==> src/rtl/packet_assembler.sv <==
// Assembles UART bytes ('W'/'R' + 4 little-endian address bytes [+ 4 data bytes]) into a request.
// Optional inter-byte timeout: define PACKET_ASSEMBLER_TIMEOUT_EN.
module packet_assembler #(
   parameter int unsigned TIMEOUT_CYCLES = 1024
) (
   input  logic        clk,
   input  logic        rst,
   input  logic        rx_valid,
   input  logic [7:0]  rx_data,
   output logic        req_valid,
   input  logic        req_ready,
   output logic        req_write,
   output logic [31:0] req_addr,
   output logic [31:0] req_data,
   output logic        cmd_err,
   output logic        ovf_err,
   output logic        busy,
   output logic [1:0]  dbg_state
);

   localparam logic [1:0] S_IDLE  = 2'd0;
   localparam logic [1:0] S_ADDR  = 2'd1;
   localparam logic [1:0] S_DATA  = 2'd2;
   localparam logic [1:0] S_ISSUE = 2'd3;

   localparam logic [7:0] CMD_WRITE = 8'h57;
   localparam logic [7:0] CMD_READ  = 8'h52;

   logic [1:0] state;
   logic [1:0] byte_idx;
   logic       timeout_hit;

   // Handshake: req_valid is a pure function of the registered state, so it rises the
   // cycle after the last byte, stays high with stable payload until req_valid && req_ready
   // is seen at a rising edge, and never depends combinationally on req_ready.
   assign req_valid = (state == S_ISSUE);
   assign busy      = (state != S_IDLE);
   assign dbg_state = state;

`ifdef PACKET_ASSEMBLER_TIMEOUT_EN
   localparam int TO_W = $clog2(TIMEOUT_CYCLES + 1);

   logic [TO_W-1:0] idle_cnt;
   logic            collecting;

   assign collecting  = (state == S_ADDR) || (state == S_DATA);
   // Fires on the edge where the idle count would reach TIMEOUT_CYCLES.
   assign timeout_hit = collecting && !rx_valid && (idle_cnt == TO_W'(TIMEOUT_CYCLES - 1));

   always_ff @(posedge clk) begin
      if (rst) begin
         idle_cnt <= '0;
      end else if (collecting && !rx_valid && !timeout_hit) begin
         idle_cnt <= idle_cnt + 1'b1;
      end else begin
         idle_cnt <= '0;
      end
   end
`else
   assign timeout_hit = 1'b0;
`endif

   always_ff @(posedge clk) begin
      if (rst) begin
         state     <= S_IDLE;
         byte_idx  <= 2'd0;
         req_write <= 1'b0;
         req_addr  <= 32'h0;
         req_data  <= 32'h0;
         cmd_err   <= 1'b0;
         ovf_err   <= 1'b0;
      end else begin
         cmd_err <= 1'b0;
         ovf_err <= 1'b0;
         case (state)
            S_IDLE: begin
               if (rx_valid) begin
                  if (rx_data == CMD_WRITE) begin
                     req_write <= 1'b1;
                     byte_idx  <= 2'd0;
                     state     <= S_ADDR;
                  end else if (rx_data == CMD_READ) begin
                     req_write <= 1'b0;
                     byte_idx  <= 2'd0;
                     state     <= S_ADDR;
                  end else begin
                     cmd_err <= 1'b1;
                  end
               end
            end
            S_ADDR: begin
               if (rx_valid) begin
                  req_addr[{byte_idx, 3'b000} +: 8] <= rx_data;
                  byte_idx <= byte_idx + 2'd1;
                  if (byte_idx == 2'd3) begin
                     if (req_write) begin
                        state <= S_DATA;
                     end else begin
                        req_data <= 32'h0;
                        state    <= S_ISSUE;
                     end
                  end
               end else if (timeout_hit) begin
                  byte_idx <= 2'd0;
                  cmd_err  <= 1'b1;
                  state    <= S_IDLE;
               end
            end
            S_DATA: begin
               if (rx_valid) begin
                  req_data[{byte_idx, 3'b000} +: 8] <= rx_data;
                  byte_idx <= byte_idx + 2'd1;
                  if (byte_idx == 2'd3) begin
                     state <= S_ISSUE;
                  end
               end else if (timeout_hit) begin
                  byte_idx <= 2'd0;
                  cmd_err  <= 1'b1;
                  state    <= S_IDLE;
               end
            end
            default: begin
               // Bytes arriving while a request waits are dropped, even on the handshake cycle.
               if (rx_valid) begin
                  ovf_err <= 1'b1;
               end
               if (req_ready) begin
                  state <= S_IDLE;
               end
            end
         endcase
      end
   end

endmodule

==> config.mk <==
export PLATFORM = sky130hd
export DESIGN_NAME = packet_assembler
export DESIGN_NICKNAME = d
export VERILOG_FILES = /design/src/rtl/packet_assembler.sv
export SDC_FILE = /design/constraint.sdc
export NUM_CORES = 1
export LEC_CHECK = 0
export ABC_CLOCK_PERIOD_IN_PS = 2050
export BUFFER_PORTS_ARGS = -buffer_cell sky130_fd_sc_hd__buf_4
export CORE_MARGIN = 3
export CORE_UTILIZATION = 25
export DETAILED_ROUTE_END_ITERATION = 6
export SYNTH_ARGS = -nofsm -noshare
export SYNTH_HDL_FRONTEND = slang
export SYNTH_SLANG_ARGS = --single-unit
==> constraint.sdc <==
create_clock -name clk -period 2.05 [get_ports clk]
set_input_delay 0.41 -clock clk [delete_from_list [all_inputs] [get_ports clk]]
set_output_delay 0.41 -clock clk [all_outputs]
set_load 0.05 [all_outputs]
Yosys cells after proc, flatten, opt, wreduce, memory -nomap -nowiden
Index checks and enable logic that the tools add are counted.

Flip-flop bits (word level): 71. Word-level logic and storage cells: 67.

$add $sub $neg: 2. Equality and inequality tests: 14. Shift operators: 2. Multiplexer cells: 26. Bitwise operators: 2. Reductions and logical operators: 14.

Operator list (number): $mux 32 (4); $bwmux 32 (2); $pmux 32 s2 (1); $shift 8x7->32 const A (1); $shiftx 8x7->32 (1); $mux 2 (12); $eq 8x7->1 const B (2); $ne 2x2->1 const B (6); $reduce_bool 2->1 (4); $reduce_or 4->1 (2); $neg 5->7 (1); $reduce_and 7->1 (1); $eq 2x2->1 const B (3); $pmux 2 s3 (1); $mux 1 (5); $reduce_and 5->1 (1); $pmux 2 s2 (1); $reduce_and 4->1 (1); $reduce_bool 4->1 (1); $ne 3x3->1 const B (1); $reduce_and 3->1 (1); $add 2x1->2 const B (1); $eq 2x1->1 const B (1); $logic_not 2->1 (1); 4 further kinds (5).

Logic depth before layout (Yosys ltp)
Depth after elaboration: 5. Gate-level depth with buffers: 8. Gate-level depth less buffers: 6.

Worst setup path after synthesis
No wires, ideal clock.

Path kind: flip-flop to flip-flop. From: register state[1], in the netlist dbg_state[1]. To: register state[0], in the netlist dbg_state[0]. Setup time: 101 ps. Arrival time: 2039 ps. Required time: 1949 ps. Slack: -90 ps. Stages on the path, launching flop included: 9. Path buffers: 2. Cells stage by stage: dfxtp_1 -> inv_1 -> ha_1 -> buf_4 -> buf_6 -> o211a_1 -> a211oi_1 -> o21ai_0 -> o41ai_1.

Longest elaborated chain between the ends: 3. Elaborated cells between the ends (all ways): 12. Classes of those cells: eq/ne: 8; mux: 1; reduce/logical: 3.

Ends and longest elaborated chain: start, declared (line 29) `logic [1:0] state;`; start signal, assigned (line 65) `state <= S_IDLE;`; start signal, assigned (line 81) `state <= S_ADDR;`; start signal, assigned (line 85) `state <= S_ADDR;`; $eq 2x2->1 (tied with other cells) (line 75) `case (state)`; $ne 2x2->1 (no line) (tied with other cells); $reduce_and 7->1 (no line).

Parallel ways exist; a longest one is shown, timed or not. A chain may end at the register's enable or synchronous reset.

Final worst setup path
From: register byte_idx[0]. To: register req_data[28].

Longest elaborated chain between the ends: 5. Elaborated cells between the ends (all ways): 9. Classes of those cells: add/sub: 1; eq/ne: 2; shift: 2; mux: 3; reduce/logical: 1.

Ends and longest elaborated chain: start, declared (line 30) `logic [1:0] byte_idx;`; start signal, assigned (line 94) `byte_idx <= byte_idx + 2'd1;`; start signal, assigned (line 112) `byte_idx <= byte_idx + 2'd1;`; $neg 5->7 (line 111) `req_data[{byte_idx, 3'b000} +: 8] <= rx_data;`; $shiftx 8x7->32 or $shift 8x7->32 (tied branches) (line 111); $bwmux 32 (line 111); $mux 32 (line 110) `if (rx_valid) begin`; $pmux 32 s2 (line 75); end signal, assigned by index (line 111); end, declared (line 14) `output logic [31:0] req_data,`.

Parallel ways exist; a longest one is shown, timed or not. The select of a mux whose other input is x is not followed.

==> impl_metrics.env <==
export IMPL_syn_avg_cell_area_um2=9.49
export IMPL_synth_ff_type="dfxtp_1"
export IMPL_layout_nets=422
export IMPL_die_w_um=115
export IMPL_endpoint="req_data[28]"
export IMPL_start_util_pct=25.8
export IMPL_finalSetupViolCount=0
export IMPL_hold_viol_final=0
export IMPL_antenna_left=0
export IMPL_via_count=2784
export IMPL_core_um2=11600
export IMPL_vdd_drop_max_uv=426
export IMPL_worst_setup_path_type="flop to flop"
export IMPL_yosysWarnings=0
export IMPL_outcome="complete, no violations"
export IMPL_cp_required_ps=2310
export IMPL_grt_overflow=0
export IMPL_cts_max_path_buffers=2
export IMPL_grt_use_total_pct=13.9
export IMPL_cpMaxStageDelayCell="dfxtp_1"
export IMPL_antenna_found_initial=0
export IMPL_cts_sinks=71
export IMPL_synthesis_area_um2=2990
export IMPL_rr_startpoint="byte_idx[0]"
export IMPL_grt_pass1_wl_um=14300
export IMPL_clockRootBuffer="clkbuf_16"
export IMPL_antenna_diode_count=0
export IMPL_wl_per_cell_um=17.1
export IMPL_max_cap_viol_count=0
export IMPL_numCtsBuffers=9
export IMPL_rows=39
export IMPL_vias_per_cell=5.08
export IMPL_drc=0
export IMPL_place_congestion=0.801
export IMPL_critPathMaxFanout=7
export IMPL_max_stage_delay_ps=400
export IMPL_io_buffer_count=82
export IMPL_drt_wl_total_um=9390
export IMPL_fin_util_pct=36.1
export IMPL_path_depth=7
export IMPL_grt_max_degree=74
export IMPL_rsz0062_at_grt="true"
export IMPL_syn_num_nets=337
export IMPL_htree_levels=3
export IMPL_clk_pin_slew_ps=60
export IMPL_synthCells=315
export IMPL_path_delay_family="simple AND/OR/NAND/NOR gates"
export IMPL_dpl_hpwl_um=6390
export IMPL_r2r_end="req_data[28]"
export IMPL_post_route_period_util_pct=93.6
export IMPL_ios=83
export IMPL_ys_ff_latch=71
export IMPL_startpoint="byte_idx[0]"
export IMPL_tightest_slew_ps=752
export IMPL_whs_path_depth=3
export IMPL_die_h_um=115
export IMPL_synth_edf_count=0
export IMPL_period_needed_ps=1920
export IMPL_ys_seq_area_share_pct=47.6
export IMPL_max_freq_mhz=521
export IMPL_clk_latency_ps=330
export IMPL_die_area_um2=13300
export IMPL_crit_buf_inv=2
export IMPL_p_leak_nw=1.62
export IMPL_r2r_slack_ps=130
export IMPL_drtPass1Iterations=4
export IMPL_post_route_cells_drive_above_1_share_pct=32.8
export IMPL_crit_path_end_kind="flop"
export IMPL_async_flop_share_pct=0
export IMPL_area_growth_pct=39.6
export IMPL_worst_hold_path_type="input pin to flop"
export IMPL_rr_worst_depth=7
export IMPL_holdWs_ps=452
export IMPL_cp_start_kind="flop"
export IMPL_pwr_density_cell_nw_per_um2=741
export IMPL_arrival_ps=2180
export IMPL_grt_pass1_vias=2571
export IMPL_cts_tree="built"
export IMPL_final_max_slew_viol_count=0
export IMPL_drt_initial_drc_count=264
export IMPL_yosys_cell_types_count=41
export IMPL_path_cells="inv_1 > ha_2 > nand4bb_2 > a2111oi_4 > buf_4 > a22oi_1 > nor2_1"
export IMPL_slew_headroom_pct=49.9
export IMPL_skew_ps=2.90
## routing by layer
| metal | vias to the layer above | share of wire [%] | routed length [um] | track usage, % |
|---|---|---|---|---|
| met3 | 7 | 6.6 | 616 | 5.00 |
| li1 | 1321 | - | - | - |
| met5 | - | 0 | 0 | 0 |
| met1 | 1381 | 43 | 4050 | 17.5 |
| met2 | 75 | 50 | 4660 | 23.2 |
| met4 | 0 | 0.70 | 66 | 2.82 |
## cell usage after synthesis (3+ instances only)
master / number / share of area [%]
a2111oi_2: 4 / 2.0
a21oi_1: 11 / 1.8
a22oi_1: 56 / 14
buf_2: 5 / 0.84
buf_4: 3 / 0.75
clkbuf_1: 12 / 1.5
dfxtp_1: 71 / 48
ha_1: 10 / 4.2
inv_1: 9 / 1.1
nand2_1: 10 / 1.3
nand2b_1: 3 / 0.63
nand3_1: 11 / 1.8
nand4bb_1: 4 / 1.5
nor2_1: 63 / 7.9
o21ai_0: 6 / 1.0
o31ai_1: 3 / 0.75
## layout by cell type (no fill, tap or decap), drive strengths merged, types with 2 or more instances in the layout
master    n
a2111oi   6
a21oi    11
a22oi    56
and3      2
buf      96
clkbuf   11
clkinv    3
dfxtp    71
ha       10
inv       9
nand2    10
nand2b    4
nand3    12
nand4     2
nand4bb   4
nor2     63
nor2b     2
nor3      2
o211ai    2
o21ai     6
o221ai    2
o31a      2
o31ai     3
o41ai     2
## metrics by stage
| stage | TNS [ps] | worst slack (ps) | cells | power (mW) | instance area (um2) |
|---|---|---|---|---|---|
| floorplan | 0 | 21.6 | 315 | 1.49 | 2990 |
| global placement | 0 | 87.1 | 527 | 1.53 | 3750 |
| detailed placement | 0 | 6.23 | 527 | 1.53 | 3750 |
| CTS | 0 | 14.3 | 543 | 3.15 | 4080 |
| global route | -3.54 | -3.54 | 548 | 3.22 | 4170 |
| finish | 0 | 131 | 548 | 3.09 | 4170 |
## worst min path at each step
| stage | start | to | slack (ps) |
|---|---|---|---|
| after global placement | req_addr[28] | req_addr[28] | 440 |
| after floorplan | byte_idx[1] | byte_idx[1] | 480 |
| after CTS | rx_data[6] | req_addr[14] | 440 |
| after detailed placement | req_addr[15] | req_addr[15] | 450 |
| after global routing | rx_data[4] | req_addr[12] | 440 |
| final | rx_data[6] | req_addr[14] | 450 |
## where the power goes
group          leakage (nW)  internal, mW  total [mW]  switching (mW)
Sequential            0.572          1.38        1.38         0.00165
Combinational         0.898        0.0275       0.121          0.0934
Clock                 0.152          1.01        1.59           0.583
Total                  1.62          2.42        3.09           0.678
## flip-flops by register name, indices dropped and copies added (netlist names)
| name | cells |
|---|---|
| req_addr | 32 |
| req_data | 32 |
| byte_idx | 2 |
| dbg_state | 2 |
| cmd_err | 1 |
| ovf_err | 1 |
| req_write | 1 |
## kinds of logic (layout without fill, tap and decap cells)
logic type	count (synthesis)	in the layout	share of synthesized area [%]
AO/OA/AOI/OAI	92	92	24.4
XOR/XNOR	1	1	0.293
adder cells (fa/ha/maj)	10	10	4.19
buffers and inverters	31	121	4.77
flip-flops	71	71	47.6
AND/OR/NAND/NOR	110	110	18.8
## layout make-up
cell class	count	area (um2)
Clock buffer	11	253
Clock inverter	5	56.3
Fill cell	1182	7390
Inverter	9	33.8
Multi-Input combinational cell	213	1490
Sequential cell	71	1420
Tap cell	143	179
Timing Repair Buffer	96	733
## repair_timing
item,4_1_cts,5_1_grt
gates resized for setup,1,11
setup buffers,0,5
hold buffers,0,0
pin swaps,0,5
setup endpoints to repair,4,51
## tightest hold or removal path, cell delays in order
cell,delay (ps)
buf_4,170
nand3_1,80
a21oi_1,60
(Power assumes the default switching activity.)
